## src/rtl/irq_arbiter.sv

```systemverilog
// irq_arbiter: edge-triggered interrupt collector with fixed-priority arbitration
// and a request / acknowledge / ERET handshake toward the processor controller.
module irq_arbiter #(
  parameter int N_SRC = 4,
  parameter int ID_W  = 2
) (
  input  logic             clk,
  input  logic             reset,
  input  logic [N_SRC-1:0] irq_src,
  input  logic [N_SRC-1:0] irq_mask,
  input  logic             ExtIAck,
  input  logic             ERet,
  output logic             ExtIRQ,
  output logic [ID_W-1:0]  irq_id,
  output logic             in_service,
  output logic [N_SRC-1:0] pending,
  output logic [N_SRC-1:0] src_ack
);
  typedef enum logic [1:0] {IDLE, REQ, SERVICE} state_t;
  state_t           state_q, state_d;
  logic [N_SRC-1:0] prev_q, pending_q, pending_d, ack_q, ack_d, eligible;
  logic [ID_W-1:0]  id_q, id_d, win;
  always_comb begin
    eligible = pending_q & ~irq_mask;
    win = '0;
    for (int i = N_SRC - 1; i >= 0; i--) win = eligible[i] ? ID_W'(i) : win;
    ack_d = (state_q == REQ && ExtIAck) ? N_SRC'(1) << id_q : '0;
    // a fresh edge overrides the clear from the acknowledge
    pending_d = (pending_q & ~ack_d) | (irq_src & ~prev_q);
    state_d = state_q;
    id_d = id_q;
    case (state_q)
      IDLE: begin
        state_d = |eligible ? REQ : IDLE;
        id_d = |eligible ? win : id_q;
      end
      REQ:     state_d = ExtIAck ? SERVICE : REQ;
      SERVICE: state_d = ERet ? IDLE : SERVICE;
      default: state_d = IDLE;
    endcase
  end
  always_ff @(posedge clk or posedge reset) begin
    if (reset) begin
      state_q <= IDLE;
      prev_q <= '0;
      pending_q <= '0;
      ack_q <= '0;
      id_q <= '0;
    end else begin
      state_q <= state_d;
      prev_q <= irq_src;
      pending_q <= pending_d;
      ack_q <= ack_d;
      id_q <= id_d;
    end
  end
  assign ExtIRQ = state_q == REQ;
  assign in_service = state_q == SERVICE;
  assign irq_id = id_q;
  assign pending = pending_q;
  assign src_ack = ack_q;
endmodule

```

## config.mk

```make
export PLATFORM = sky130hd
export DESIGN_NAME = irq_arbiter
export DESIGN_NICKNAME = d
export VERILOG_FILES = /design/src/rtl/irq_arbiter.sv
export SDC_FILE = /design/constraint.sdc
export NUM_CORES = 1
export LEC_CHECK = 0
export BUFFER_PORTS_ARGS = -buffer_cell sky130_fd_sc_hd__buf_2
export CELL_PAD_IN_SITES_DETAIL_PLACEMENT = 1
export CELL_PAD_IN_SITES_GLOBAL_PLACEMENT = 1
export CORE_MARGIN = 10
export CORE_UTILIZATION = 37
export CTS_BUF_LIST = sky130_fd_sc_hd__clkbuf_2
export CTS_CLUSTER_DIAMETER = 200
export DETAILED_ROUTE_END_ITERATION = 8
export PLACE_DENSITY_LB_ADDON = 0.1
export SYNTH_ARGS = -nofsm -noshare
export SYNTH_HDL_FRONTEND = slang
export SYNTH_SLANG_ARGS = --single-unit
export TNS_END_PERCENT = 1
```

## constraint.sdc

```tcl
create_clock -name clk -period 1.45 [get_ports clk]
set_clock_uncertainty 0.05 [all_clocks]
set_input_delay 0.29 -clock clk [delete_from_list [all_inputs] [get_ports clk]]
set_output_delay 0.29 -clock clk [all_outputs]
set_load 0.1 [all_outputs]
```

==> flow_summary.json, run 1 <==
{
  "status": "finished, final reports clean",
  "cap_violations": 0,
  "first_iter_violations": 6,
  "wirelength_um": 1660,
  "htree_levels": 1,
  "cp.arrival_ps": 1100,
  "num-fill-cells": 169,
  "cts_buffers": 3,
  "dieArea_mm2": 0.00373,
  "worst_slew_pin_slew_ps": 583,
  "rsz0062_at_grt": "yes",
  "cp_max_fo": 5,
  "grt_pass1_wl_um": 2790,
  "grt_antenna_before_repair": 0,
  "drtPass1Iterations": 4,
  "drive_gt1_share_pct": 45.2,
  "syn_area_um2": 623,
  "yosys_warnings": 0,
  "max_freq_mhz": 693,
  "port_buffers": 23,
  "cp.required_ps": 1110,
  "maxSlewHeadroom_pct": 61.1,
  "clkSinkCount": 16,
  "rows": 14,
  "clk_pin_slew_ps": 140,
  "drc": 0,
  "r2r_slack_ps": 100,
  "clk_path_buf_depth": 2,
  "clock_latency_ps": 280,
  "start_util_pct": 40.4,
  "finalCritPeriodShare_pct": 99.5,
  "grt_usage_pct": 10.1,
  "grt_max_degree": 17,
  "post-route-min-period_ps": 1440,
  "grt_overflow": 0,
  "gp_congestion": 0.732,
  "grt_pass1_vias": 570,
  "reg2reg_to": "pending[3]",
  "vias_per_cell": 5.12,
  "path_cells": "nor2b_4 > buf_12",
  "worst_setup_path_end_kind": "primary output",
  "nets": 98,
  "dp_hpwl_um": 1290,
  "report.final.slew_viol_count": 0,
  "dieWidth_um": 61.0,
  "multi_input_area_um2": 208,
  "dr_total_vias": 512,
  "crit_path_start_kind": "flip-flop",
  "cts-root-buf": "clkbuf_2",
  "worstSetupPathType": "flip-flop to primary output",
  "drtAntennaViolNets": 0,
  "synth-seq-cells": 16,
  "placed_cell_area_um2": 863,
  "avgSynthCellArea_um2": 11.5,
  "die_height_um": 61.0,
  "layout_common_cells": "dfrtp_1, buf_2, inv_1, o21ai_1, buf_12",
  "seq_area_um2": 404,
  "ioPinCount": 24,
  "diodes": 0,
  "post-route-cell-area_um2": 930,
  "r2r_start": "state_q[1]",
  "hold_depth": 1,
  "netlist_instances": 54,
  "final_common_cell": "dfrtp_1",
  "fin_hold_ws_ps": 67.8,
  "hold_start": "irq_src[3]",
  "finalHoldViolCount": 0,
  "critPathMaxStageDelay_ps": 450,
  "core_mm2": 0.00154,
  "min_path_type": "input port to flip-flop",
  "rr_worst_depth": 4,
  "crit_buf_inv": 1,
  "synth-seq-area-share_pct": 64.3,
  "min_to": "prev_q[3]",
  "wl_per_cell_um": 16.6,
  "synth_cell_types": 17,
  "critPathSlowestCell": "dfrtp_2",
  "finalSetupViolCount": 0,
  "areaGrowthSynthToFinish_pct": 49.2,
  "cts_tree": "done",
  "synth_nets": 66,
  "critPathTopFamily": "flip-flops"
}
[logic make-up (layout without fill, tap and decap cells)]
| logic type | count (synthesis) | count (layout) | synth area share [%] |
|---|---|---|---|
| compound gates | 15 | 15 | 16.9 |
| buf+inv | 8 | 38 | 4.82 |
| flops | 16 | 16 | 64.3 |
| simple gates | 15 | 15 | 14.1 |
[sequential cells by signal, indices dropped and copies added, names as in the netlist]
register,count
state_q,2
irq_id,2
prev_q,4
src_ack,4
pending,4
[repair_timing]
action	in CTS	in global routing
gates cloned	0	0
setup endpoints to repair	4	7
setup buffers	1	2
hold buffers	0	1
pin swaps	0	1
resized for setup	4	5
hold endpoints to repair	0	8
[cells in the mapped netlist]
master	number	share of area, %
and2b_1	1	1.2
dfrtp_1	16	64
a22o_1	1	1.4
inv_1	7	4.2
nand2b_1	1	1.0
o21ai_1	7	5.6
a21boi_1	1	1.2
nor2_2	1	1.0
o21ai_0	3	2.4
nand4b_1	1	1.4
a221oi_2	1	2.4
nand4bb_1	1	1.8
inv_2	1	0.60
nor2b_1	4	4.0
nor2_1	6	3.6
o2bb2ai_2	1	2.4
o311ai_1	1	1.4
[per-stage QoR]
step / util [%] / setup slack (ps) / TNS, ps / std cells
final: 60.3 / 7.12 / 0 / 100
after global routing: 60.3 / -81.1 / -139 / 100
after CTS: 58.0 / -29.1 / -29.1 / 97
after detailed placement: 56.0 / 216 / 0 / 93
after global placement: 56.0 / 227 / 0 / 93
after floorplan: - / -201 / -1130 / 54
[worst max-delay path by stage]
stage | start | end | slack [ps] | cells after the start
2_1_floorplan | irq_id[0] | pending[1] | -200 | 3
3_5_place_dp | state_q[1] | pending[3] | 220 | 3
4_1_cts | state_q[1] | in_service | -30 | 2
6_report | state_q[1] | in_service | 7 | 2
5_1_grt | state_q[1] | in_service | -80 | 2
3_3_place_gp | state_q[0] | ExtIRQ | 230 | 3
[area by class of cell]
| class | instances | share of cell area [%] |
|---|---|---|
| sequential | 16 | 43.5 |
| timing repair buffer | 27 | 27.2 |
| clock buffer | 3 | 1.62 |
| tap | 16 | 2.15 |
| inverter | 8 | 3.23 |
| multi-input combinational | 30 | 22.3 |
[metal layers]
layer / vias to the layer above / part of all wire (%) / GRT usage, % / wire (µm)
met5: - / 0 / 0 / 0
met4: 0 / 0 / 3.76 / 0
met3: 0 / 7.8 / 5.14 / 129
met2: 16 / 55 / 16.7 / 917
met1: 255 / 37 / 10.8 / 618
li1: 241 / - / - / -
Power of run 1 is not shown: default switching activity piles up to over one toggle a cycle in this logic, so the estimate is an artifact.
==> inputs of run 2 (changes only) <==
--- a/config.mk
+++ b/config.mk
@@ -9,7 +9,8 @@
 export CELL_PAD_IN_SITES_DETAIL_PLACEMENT = 1
 export CELL_PAD_IN_SITES_GLOBAL_PLACEMENT = 1
+export CORE_ASPECT_RATIO = 1.4
 export CORE_MARGIN = 10
-export CORE_UTILIZATION = 37
-export CTS_BUF_LIST = sky130_fd_sc_hd__clkbuf_2
+export CORE_UTILIZATION = 34
+export CTS_BUF_LIST = sky130_fd_sc_hd__clkbuf_16
 export CTS_CLUSTER_DIAMETER = 200
 export DETAILED_ROUTE_END_ITERATION = 8
==> constraint.sdc (replaced) <==
create_clock -name clk -period 1.45 [get_ports clk]
set_clock_uncertainty 0.05 [all_clocks]
set_input_delay 0.0725 -clock clk [delete_from_list [all_inputs] [get_ports clk]]
set_output_delay 0.0725 -clock clk [all_outputs]
set_load 0.1 [all_outputs]
==> run 2 against run 1 <==
  * Sequential cell count did not move
  * Register-to-register slack improved by 70 ps
  * Core utilization fell by 7.0 points
  * Non-clock buffer count rose by 1
  * Fmax rose by 11%
  * Hold slack got worse by 30 ps
  * Critical path depth did not move
  * Setup slack improved by 150 ps
  * Cell count rose by 6.0%
  * Clock-buffer cell count did not move
  * Global-route usage fell by 1.3 points
==> flow_summary.json, run 2 (synthesis gave the netlist of run 1 again) <==
{
  "status": "finished, final reports clean",
  "layout_common_cells": "buf_2, dfrtp_1, inv_1, o21ai_1",
  "r2r_slack_ps": 170,
  "finalCritPeriodShare_pct": 89.4,
  "drtPass1Iterations": 2,
  "wirelength_um": 1720,
  "cts_tree": "done",
  "cts_buffers": 3,
  "cts-root-buf": "clkbuf_16",
  "grt_usage_pct": 8.81,
  "cp_max_fo": 6,
  "areaGrowthSynthToFinish_pct": 50.4,
  "drc": 0,
  "finalSetupViolCount": 0,
  "dieArea_mm2": 0.00397,
  "cp.arrival_ps": 1170,
  "clkSinkCount": 16,
  "fin_hold_ws_ps": 37.9,
  "worst_setup_path_end_kind": "primary output",
  "final_common_cell": "buf_2",
  "htree_levels": 1,
  "drtAntennaViolNets": 0,
  "worst_slew_pin_slew_ps": 591,
  "grt_pass1_vias": 613,
  "maxSlewHeadroom_pct": 60.5,
  "hold_start": "ExtIAck",
  "report.final.slew_viol_count": 0,
  "hold_depth": 2,
  "rsz0062_at_grt": "no",
  "start_util_pct": 35.5,
  "dp_hpwl_um": 1280,
  "num-fill-cells": 191,
  "port_buffers": 23,
  "grt_max_degree": 17,
  "clock_latency_ps": 250,
  "grt_antenna_before_repair": 0,
  "worstSetupPathType": "flip-flop to primary output",
  "max_freq_mhz": 771,
  "grt_pass1_wl_um": 2900,
  "first_iter_violations": 2,
  "critPathMaxStageDelay_ps": 490,
  "drive_gt1_share_pct": 37.2,
  "gp_congestion": 0.684,
  "postCtsSetupRepairBufs": 0,
  "dieWidth_um": 56.2,
  "clk_pin_slew_ps": 50,
  "ioPinCount": 24,
  "cap_violations": 0,
  "r2r_start": "state_q[1]",
  "dr_total_vias": 512,
  "reg2reg_to": "pending[2]",
  "min_path_type": "input port to flip-flop",
  "finalHoldViolCount": 0,
  "path_cells": "nor2b_4 > buf_12",
  "grt_overflow": 0,
  "crit_path_start_kind": "flip-flop",
  "nets": 99,
  "rows": 18,
  "critPathTopFamily": "flip-flops",
  "core_mm2": 0.00176,
  "rr_worst_depth": 3,
  "diodes": 0,
  "crit_buf_inv": 1,
  "vias_per_cell": 4.83,
  "clk_path_buf_depth": 2,
  "wl_per_cell_um": 16.2,
  "post-route-min-period_ps": 1300,
  "min_to": "state_q[0]",
  "critPathSlowestCell": "dfrtp_1",
  "die_height_um": 70.7,
  "cp.required_ps": 1330
}
[run 2: metal layers]
metal | up-vias | routed length, µm | global-route usage [%]
met1 | 245 | 677 | 8.95
met5 | - | 0 | 0
met4 | 0 | 16 | 3.22
met3 | 4 | 104 | 3.21
met2 | 19 | 921 | 15.9
li1 | 244 | - | -
[run 2: per-stage QoR]
stage,std cells,utilization (%),cell area (µm²),setup WS (ps),TNS [ps]
after global placement,97,46.0,808,264,0
after CTS,106,53.3,937,152,0
after global routing,106,53.3,937,65.4,0
final,106,53.3,937,153,0
after detailed placement,97,46.0,808,238,0
after floorplan,54,-,638,-201,-1130
[run 2: worst max path at each step]
stage	start	endpoint	slack [ps]	cells after the start
after floorplan	irq_id[0]	pending[1]	-200	3
after global placement	state_q[1]	pending[0]	260	3
after detailed placement	state_q[1]	pending[0]	240	3
after CTS	state_q[1]	pending[2]	150	3
after global routing	state_q[1]	pending[2]	70	3
final	state_q[1]	in_service	150	2
[run 2: timing repair]
| action | 4_1_cts | 5_1_grt |
|---|---|---|
| hold buffers | 5 | 0 |
| resized for setup | 0 | 0 |
| hold endpoints to repair | 20 | 0 |
[run 2: area by class of cell]
class                           count  area [µm²]  area share [%]
Inverter                            8        30.0            3.20
Clock inverter                      1        3.75           0.401
Tap cell                           20        25.0            2.67
Sequential cell                    16         400            42.7
Multi-Input combinational cell     30         208            22.2
Clock buffer                        3        75.1            8.01
Timing Repair Buffer               28         195            20.8
[run 2: worst register-to-register path: stages (launching register included)]
cell	delay, ps
dfrtp_1	470
nand4bb_1	320
o21ai_0	230
o21ai_1	90
Power of run 2 is left out for the same reason.
